File: config.mk
export PLATFORM = sky130hd
export DESIGN_NAME = flt_norm_round
export DESIGN_NICKNAME = d
export VERILOG_FILES = /design/src/rtl/flt_pkg.sv /design/src/rtl/flt_round_pack.sv /design/src/rtl/flt_norm_round.sv
export SDC_FILE = /design/constraint.sdc
export NUM_CORES = 1
export LEC_CHECK = 0
export CAP_MARGIN = 15
export CORE_MARGIN = 1
export CORE_UTILIZATION = 40
export CTS_CLUSTER_SIZE = 8
export DETAILED_ROUTE_END_ITERATION = 16
export PLACE_DENSITY_LB_ADDON = 0.25
export RECOVER_POWER = 25
export SLEW_MARGIN = 20
export SYNTH_ARGS = -nofsm -noshare
export SYNTH_HDL_FRONTEND = slang
export SYNTH_HIERARCHICAL = 1
export SYNTH_SLANG_ARGS = --single-unit
File: constraint.sdc
create_clock -name clk -period 2.4 [get_ports clk]
set_input_delay 0.24 -clock clk [delete_from_list [all_inputs] [get_ports clk]]
set_output_delay 0.24 -clock clk [all_outputs]
set_load 0.01 [all_outputs]
File: src/rtl/flt_pkg.sv
// Shared constants and state encoding for the FP16 normalize/round/pack stage.
package flt_pkg;
  localparam int EXP_W   = 5;
  localparam int FRAC_W  = 10;
  localparam int BIAS    = 15;
  localparam int EXP_INF = 31;

  // Bit positions inside the extended mantissa {carry, hidden, frac[9:0], G, R, S}
  localparam int CARRY = FRAC_W + 4;
  localparam int HID   = FRAC_W + 3;
  localparam int LSB   = 3;
  localparam int G     = 2;
  localparam int R     = 1;
  localparam int S     = 0;

  typedef enum logic [1:0] {
    IDLE  = 2'd0,
    NORM  = 2'd1,
    ROUND = 2'd2,
    DONE  = 2'd3
  } state_t;
endpackage

File: src/rtl/flt_round_pack.sv
// Combinational round-to-nearest-even, round-carry renormalize and FP16 packing.
module flt_round_pack
  import flt_pkg::*;
(
  input  logic                sign,
  input  logic [EXP_W:0]      exp,
  input  logic [FRAC_W+4:0]   mant,
  output logic [15:0]         result
);

  logic          inc;
  logic [11:0]   m12;
  logic [10:0]   m11;
  logic [EXP_W:0] exp_r;

  assign inc = mant[G] & (mant[R] | mant[S] | mant[LSB]);
  assign m12 = {1'b0, mant[HID:LSB]} + {11'b0, inc};

  always_comb begin
    m11   = m12[10:0];
    exp_r = exp;
    if (m12[11]) begin
      m11   = m12[11:1];
      exp_r = exp + 6'd1;
    end

    // A subnormal that rounds up into the hidden bit is already at exp 1.
    if (exp_r >= 6'(EXP_INF))
      result = {sign, 5'h1F, 10'h000};
    else if (!m11[FRAC_W])
      result = {sign, 5'h00, m11[FRAC_W-1:0]};
    else
      result = {sign, exp_r[EXP_W-1:0], m11[FRAC_W-1:0]};
  end

endmodule

File: src/rtl/flt_norm_round.sv
// Sequential post-add normalize (one shift per cycle), round and pack stage.
//   state | meaning
//   IDLE  | waiting for start
//   NORM  | one normalize shift per cycle, or zero detect
//   ROUND | round and pack into result
//   DONE  | result valid, done held until next start
module flt_norm_round
  import flt_pkg::*;
(
  input  logic                clk,
  input  logic                reset,
  input  logic                start,
  input  logic                in_sign,
  input  logic [EXP_W:0]      in_exp,
  input  logic [FRAC_W+4:0]   in_mant,
  output logic                done,
  output logic [15:0]         result,
  output logic                busy
);

  state_t            state;
  logic              sign_q;
  logic [EXP_W:0]    exp_q;
  logic [FRAC_W+4:0] mant_q;
  logic [15:0]       packed_w;

  flt_round_pack u_round_pack (
    .sign   (sign_q),
    .exp    (exp_q),
    .mant   (mant_q),
    .result (packed_w)
  );

  always_ff @(posedge clk) begin
    if (reset) begin
      state  <= IDLE;
      done   <= 1'b0;
      result <= 16'h0000;
      busy   <= 1'b0;
      sign_q <= 1'b0;
      exp_q  <= '0;
      mant_q <= '0;
    end else begin
      case (state)
        IDLE, DONE: begin
          if (start) begin
            sign_q <= in_sign;
            exp_q  <= (in_exp == '0) ? 6'd1 : in_exp;
            mant_q <= in_mant;
            done   <= 1'b0;
            busy   <= 1'b1;
            state  <= NORM;
          end
        end
        NORM: begin
          if (mant_q == '0) begin
            result <= 16'h0000;
            done   <= 1'b1;
            busy   <= 1'b0;
            state  <= DONE;
          end else if (mant_q[CARRY]) begin
            // Right shift folds the dropped bit into sticky.
            mant_q <= {1'b0, mant_q[CARRY:2], mant_q[1] | mant_q[0]};
            exp_q  <= exp_q + 6'd1;
          end else if (!mant_q[HID] && exp_q > 6'd1) begin
            mant_q <= {mant_q[CARRY-1:0], 1'b0};
            exp_q  <= exp_q - 6'd1;
          end else begin
            state <= ROUND;
          end
        end
        ROUND: begin
          result <= packed_w;
          done   <= 1'b1;
          busy   <= 1'b0;
          state  <= DONE;
        end
        default: state <= IDLE;
      endcase
    end
  end

endmodule

Word-level counts from Yosys, hierarchy flattened
Cells that the tools add are included.
Widths: inputs -> output; s select.

word-level totals
  bits in latches = 0
  input bits = 25
  bits in registers = 42
  RAM bits = 0
  bits in read-only memories = 0
  memories kept = 0

cells by class
  shift operators = 0
  bitwise logic cells = 3
  multiply operators = 0
  div/mod/pow operators = 0
  order comparisons = 2
  multiplexer cells = 28
  add/subtract/negate cells = 3
  equal/unequal tests = 9
  reductions and logical operators = 14

operators with widths
  operator             number
  $mux 15              6
  $mux 6               6
  $pmux 16 s2          1
  $pmux 15 s2          1
  $mux 16              1
  $logic_not 15->1     1
  $add 11x1->12        1
  $pmux 6 s2           1
  $mux 11              1
  $ne 3x3->1 const B   3
  $mux 2               4
  $add 6x1->6 const B  1
  $ge 6x5->1 const B   1
  $gt 6x1->1 const B   1
  $logic_not 6->1      1
  $ne 2x2->1 const B   3
  $pmux 1 s3           2
  $pmux 2 s3           1
  $reduce_and 2->1     3
  $reduce_and 3->1     2
  $sub 6x1->6 const B  1
  $eq 2x2->1 const B   2
  $mux 1               4
  $reduce_and 4->1     1
  8 further kinds      10

Longest topological paths before layout
  word-level depth = 8
  gate-level depth with buffers = 10
  mapped depth without buffers = 9

Hierarchy
Netlist, hierarchy kept.

modules (own cells, without submodules)
  module          area each (um^2)  times used  sequential area each (um^2)  cells an instance
  flt_norm_round  2269.7            1           840.8                        267
  flt_round_pack  665.6             1           0.0                          90

Least setup slack after synthesis
No wires, ideal clock.

  path kind = register to register
  start point = register mant_q[6]
  end point = register result[7]
  library setup time = 0.070 ns
  buffers on the path = 1
  data required time = 2.330 ns
  slack = 0.090 ns
  arrival = 2.240 ns
  clock period less this slack = 2.310 ns
  stages on the path, launching flop included = 9
  path through = dfxtp_1 > nand4_4 > nor4_4 > mux2_2 > and4_1 > buf_2 > nor4_1 > nand4_1 > a21oi_1

on the way
  word-level cells in the longest chain between the ends = 5
  elaborated cells on any way between the ends = 10
  those cells by class = add/sub (1); order compare (1); eq/ne (1); mux (5); reduce/logical (2)

ends and longest elaborated chain
  what                                          RTL line                                    RTL
  start, declared                               flt_norm_round.sv:24                        logic [FRAC_W+4:0] mant_q;
  start signal, assigned                        flt_norm_round.sv:49                        mant_q <= in_mant;
  start signal, assigned                        flt_norm_round.sv:63                        mant_q <= {1'b0, mant_q[CARRY:2], mant_q[1] | mant_q[0]};
  start signal, assigned                        flt_norm_round.sv:66                        mant_q <= {mant_q[CARRY-1:0], 1'b0};
  $add 11x1->12 (*)                             flt_round_pack.sv:17                        assign m12 = {1'b0, mant[HID:LSB]} + {11'b0, inc};
  $mux 6 / $mux 11 (equally long branches)      flt_round_pack.sv:22                        if (m12[11]) begin
  $ge 6x5->1 / $mux 15 (equally long branches)  flt_round_pack.sv:28, flt_round_pack.sv:30
  $mux 15 (*)                                   flt_round_pack.sv:28                        if (exp_r >= 6'(EXP_INF))
  via packed_w[7]                               flt_norm_round.sv:25                        logic [15:0] packed_w;
  $pmux 16 s2 (*)                               flt_norm_round.sv:44                        case (state)
  end signal, assigned                          flt_norm_round.sv:73                        result <= packed_w;
  end, declared                                 flt_norm_round.sv:17                        output logic [15:0] result,

The timed path passes the listed nets; every way through them passes the cells marked *.
A chain may end at the register's enable or synchronous reset.

Worst setup path in the final report
  start point = register mant_q[3]
  end point = register result[3]

on the way
  word-level cells in the longest chain between the ends = 7
  elaborated cells on any way between the ends = 12
  those cells by class = add/sub (1); order compare (1); eq/ne (1); mux (5); bitwise (2); reduce/logical (2)

ends and longest elaborated chain
  what                                          RTL line                                    RTL
  $or 1x1->1                                    flt_round_pack.sv:16                        assign inc = mant[G] & (mant[R] | mant[S] | mant[LSB]);
  $and 1x1->1                                   flt_round_pack.sv:16
  $add 11x1->12 (*)                             flt_round_pack.sv:17
  $mux 6 / $mux 11 (equally long branches)      flt_round_pack.sv:22
  $ge 6x5->1 / $mux 15 (equally long branches)  flt_round_pack.sv:28, flt_round_pack.sv:30
  $mux 15 (*)                                   flt_round_pack.sv:28
  via packed_w[3]                               flt_norm_round.sv:25
  $pmux 16 s2 (*)                               flt_norm_round.sv:44

Marked as above.

==> results.py <==
metrics = {
    "outcome": {
        "status": "completed",
    },
    "critical_path": {
        "worstPathArrival_ps": 2490,
        "crit_type": "reg2reg",
        "slowest_delay_ps": 610,
        "worstSetupStartpointType": "flop",
        "endpoint_kind": "flop",
        "critPathSlowestCell": "or4_4",
        "reg2reg_from": "mant_q[3]$_SDFFE_PP0P_",
        "startpoint": "mant_q[3]$_SDFFE_PP0P_",
        "path_cells": "nand4_4 > or4_4 > buf_4 > nor3_2 > nor4_2 > nand4_1 > a21oi_1",
        "required_ps": 2570,
        "crit_fanout": 9,
    },
    "sta": {
        "slew_headroom_pct": 60.9,
        "final_max_slew_viol_count": 0,
        "hold_viol_final": 0,
        "setup_tns_ps": 0,
        "post-route-period-util_pct": 97.0,
        "clock_skew_ps": 9.37,
        "fin_crit_ps": 2330,
        "tightest_slew_ps": 586,
        "finalSetupViolations": 0,
        "max_freq_ghz": 0.430,
    },
    "routing": {
        "num_vias": 2966,
        "wl_per_cell_um": 16.0,
        "dr.pass1.iters": 4,
        "drt_iter0_drc": 208,
        "route.final.wire_length_mm": 8.01,
        "drc": 0,
        "antenna_left": 0,
        "vias_per_cell": 5.92,
    },
    "synthesis": {
        "synth_area_leaders": "dfxtp_1, nand4_1, a211oi_2",
        "yosysWarnings": 6,
        "synth_cell_types": 66,
        "synth_top_flop_cell": "dfxtp_1",
        "synth.top_cell.area_share_pct": 28.6,
        "synth_area_per_cell_um2": 8.22,
        "yosysSeqAreaShare_pct": 28.6,
        "netlist_area_um2": 2940,
        "syn_inst": 357,
        "synth_area_leader_cell": "dfxtp_1",
        "synth_edf_count": 0,
        "synth_fp_nets": 389,
        "ys_ff_latch": 42,
        "synthArstFlopShare_pct": 0,
    },
    "clocking": {
        "clock_latency_ps": 300,
        "htreeDepth": 2,
        "cts_root_buffer": "clkbuf_8",
        "path_clk_slew_ps": 90,
        "holdBufCountCts": 0,
        "cts_buffers": 5,
        "numClockSinks": 42,
        "clockBufferDepth": 2,
        "cts_tree": "yes",
    },
    "flow_run": {
        "max_cap_violations": 0,
    },
    "die": {
        "start_util_pct": 42.3,
        "dieArea_um2": 7690,
        "coreArea_um2": 6940,
        "chipHeight_um": 87.7,
        "dieWidth_um": 87.7,
        "io_pins": 43,
        "rows": 30,
    },
    "layout": {
        "syn_to_final_growth_pct": 27.1,
        "final_util_pct": 53.7,
        "num_antenna_cells": 0,
        "final_area_um2": 3730,
        "fillCellCount": 646,
        "drive_gt1_share_pct": 20.7,
        "final_cells": 501,
        "nets": 436,
    },
    "placement": {
        "place_congestion": 0.979,
        "placed_cell_area_um2": 3500,
        "place_hpwl_mm": 5.64,
        "place_inst": 491,
        "io_buffer_count": 42,
    },
    "global_route": {
        "grt.overflow.total": 0,
        "grt_start_max_net_pins": 33,
        "grt_pass1_vias": 2683,
        "track_usage_pct": 21.7,
        "antenna_found_initial": 0,
        "grt_pass1_wl_mm": 13.2,
    },
    "pwr": {
        "finalPower_mw": 4.90,
        "leakage_nw": 1.40,
        "vdd_drop_max_uv": 586,
        "p_per_area_nw_per_um2": 1310,
    },
    "worst_hold_path": {
        "hold_class": "in2reg",
        "hp-start": "reset",
    },
}
timing repair:
item                                    4_1_cts  5_1_grt
endpoints found under the setup margin        2       14
gates resized for setup                       3       13
setup buffers                                 0        2
pin swaps                                     0        2
final cells by class:
cell class	count	area, µm²	area share, %
clock buffers	5	68.8	1.84
clock inverters	3	68.8	1.84
inverters	11	41.3	1.11
multi-input cells	276	1960	52.5
flip-flops and latches	42	850	22.8
well taps	96	120	3.22
repair buffers	68	623	16.7
worst paths after layout:
check	cells past startpoint	end	slack, ps
max	7	result[3]$_SDFFE_PP0P_	70
min	2	sign_q$_SDFFE_PP0P_	410
max reg2reg	7	result[3]$_SDFFE_PP0P_	70
min reg2reg	2	result[13]$_SDFFE_PP0P_	470
stage by stage:
step                worst slack (ps)  hold slack (ps)
detailed placement             -47.7              461
CTS                             63.2              394
global route                   -44.1              432
floorplan                       89.6              387
finish                          72.0              408
global placement               -12.3              459
sequential cells by signal, summed over array words and instances, names as in the netlist:
| name | cells |
|---|---|
| sign_q | 1 |
| state | 2 |
| done | 1 |
| result | 16 |
| exp_q | 6 |
| busy | 1 |
| mant_q | 15 |
cell families (layout without fill, tap and decap cells):
logic type,Yosys count,in the layout,synth area share [%]
AND/OR/NAND/NOR,145,145,28.6
XOR/XNOR,13,13,3.88
buffers and inverters,39,87,6.82
flip-flops,42,42,28.6
AO/OA/AOI/OAI,107,107,27.7
adder cells (fa/ha/maj),7,7,2.98
multiplexers,4,4,1.45
critical path, delay by kind of cell (launching register included):
family	cells	cell delay [ps]
buffers and inverters	1	170
and+or+nand+nor	5	1510
DFF	1	430
AOI/OAI and AO/OA	1	80
per-layer routing:
metal | global-route usage (%) | vias up | share of wire, %
met5 | 0 | - | 0
met4 | 5.22 | 0 | 0.69
met3 | 3.30 | 4 | 4.6
met2 | 36.2 | 82 | 48
met1 | 29.3 | 1423 | 47
li1 | - | 1457 | -
Yosys cell counts (3+ instances only):
| cell type | number |
|---|---|
| dfxtp_1 | 42 |
| buf_6 | 5 |
| o211ai_1 | 6 |
| o21ai_0 | 10 |
| ha_1 | 7 |
| xnor2_1 | 5 |
| inv_1 | 10 |
| nor3_1 | 7 |
| clkbuf_1 | 14 |
| o21ai_1 | 13 |
| nand4_1 | 27 |
| nor4_1 | 12 |
| a221oi_1 | 12 |
| o31ai_1 | 3 |
| nand2_1 | 25 |
| buf_2 | 4 |
| and4_1 | 3 |
| nand3_1 | 7 |
| a21oi_1 | 29 |
| and2_1 | 3 |
| xor2_1 | 8 |
| buf_4 | 3 |
| and3_1 | 12 |
| nor2_1 | 28 |
| a211oi_2 | 12 |
power by group:
part           internal, mW  switching, mW
clock network         0.417          0.270
logic                  1.18           1.82
registers             0.930          0.282
cell usage in the layout, fill, tap and decap left out, types with 7 or more instances in the layout:
master / count
o21ai_0: 10
xor2_1: 8
nor2_1: 28
a21oi_1: 29
inv_1: 10
buf_4: 25
o21ai_1: 13
a211oi_2: 12
and3_1: 12
dfxtp_1: 37
nor4_2: 7
clkdlybuf4s50_1: 28
nand2_1: 25
a221oi_1: 12
dlygate4sd3_1: 13
nand4_1: 27
ha_1: 7
Power figures use the tool's default switching activity.
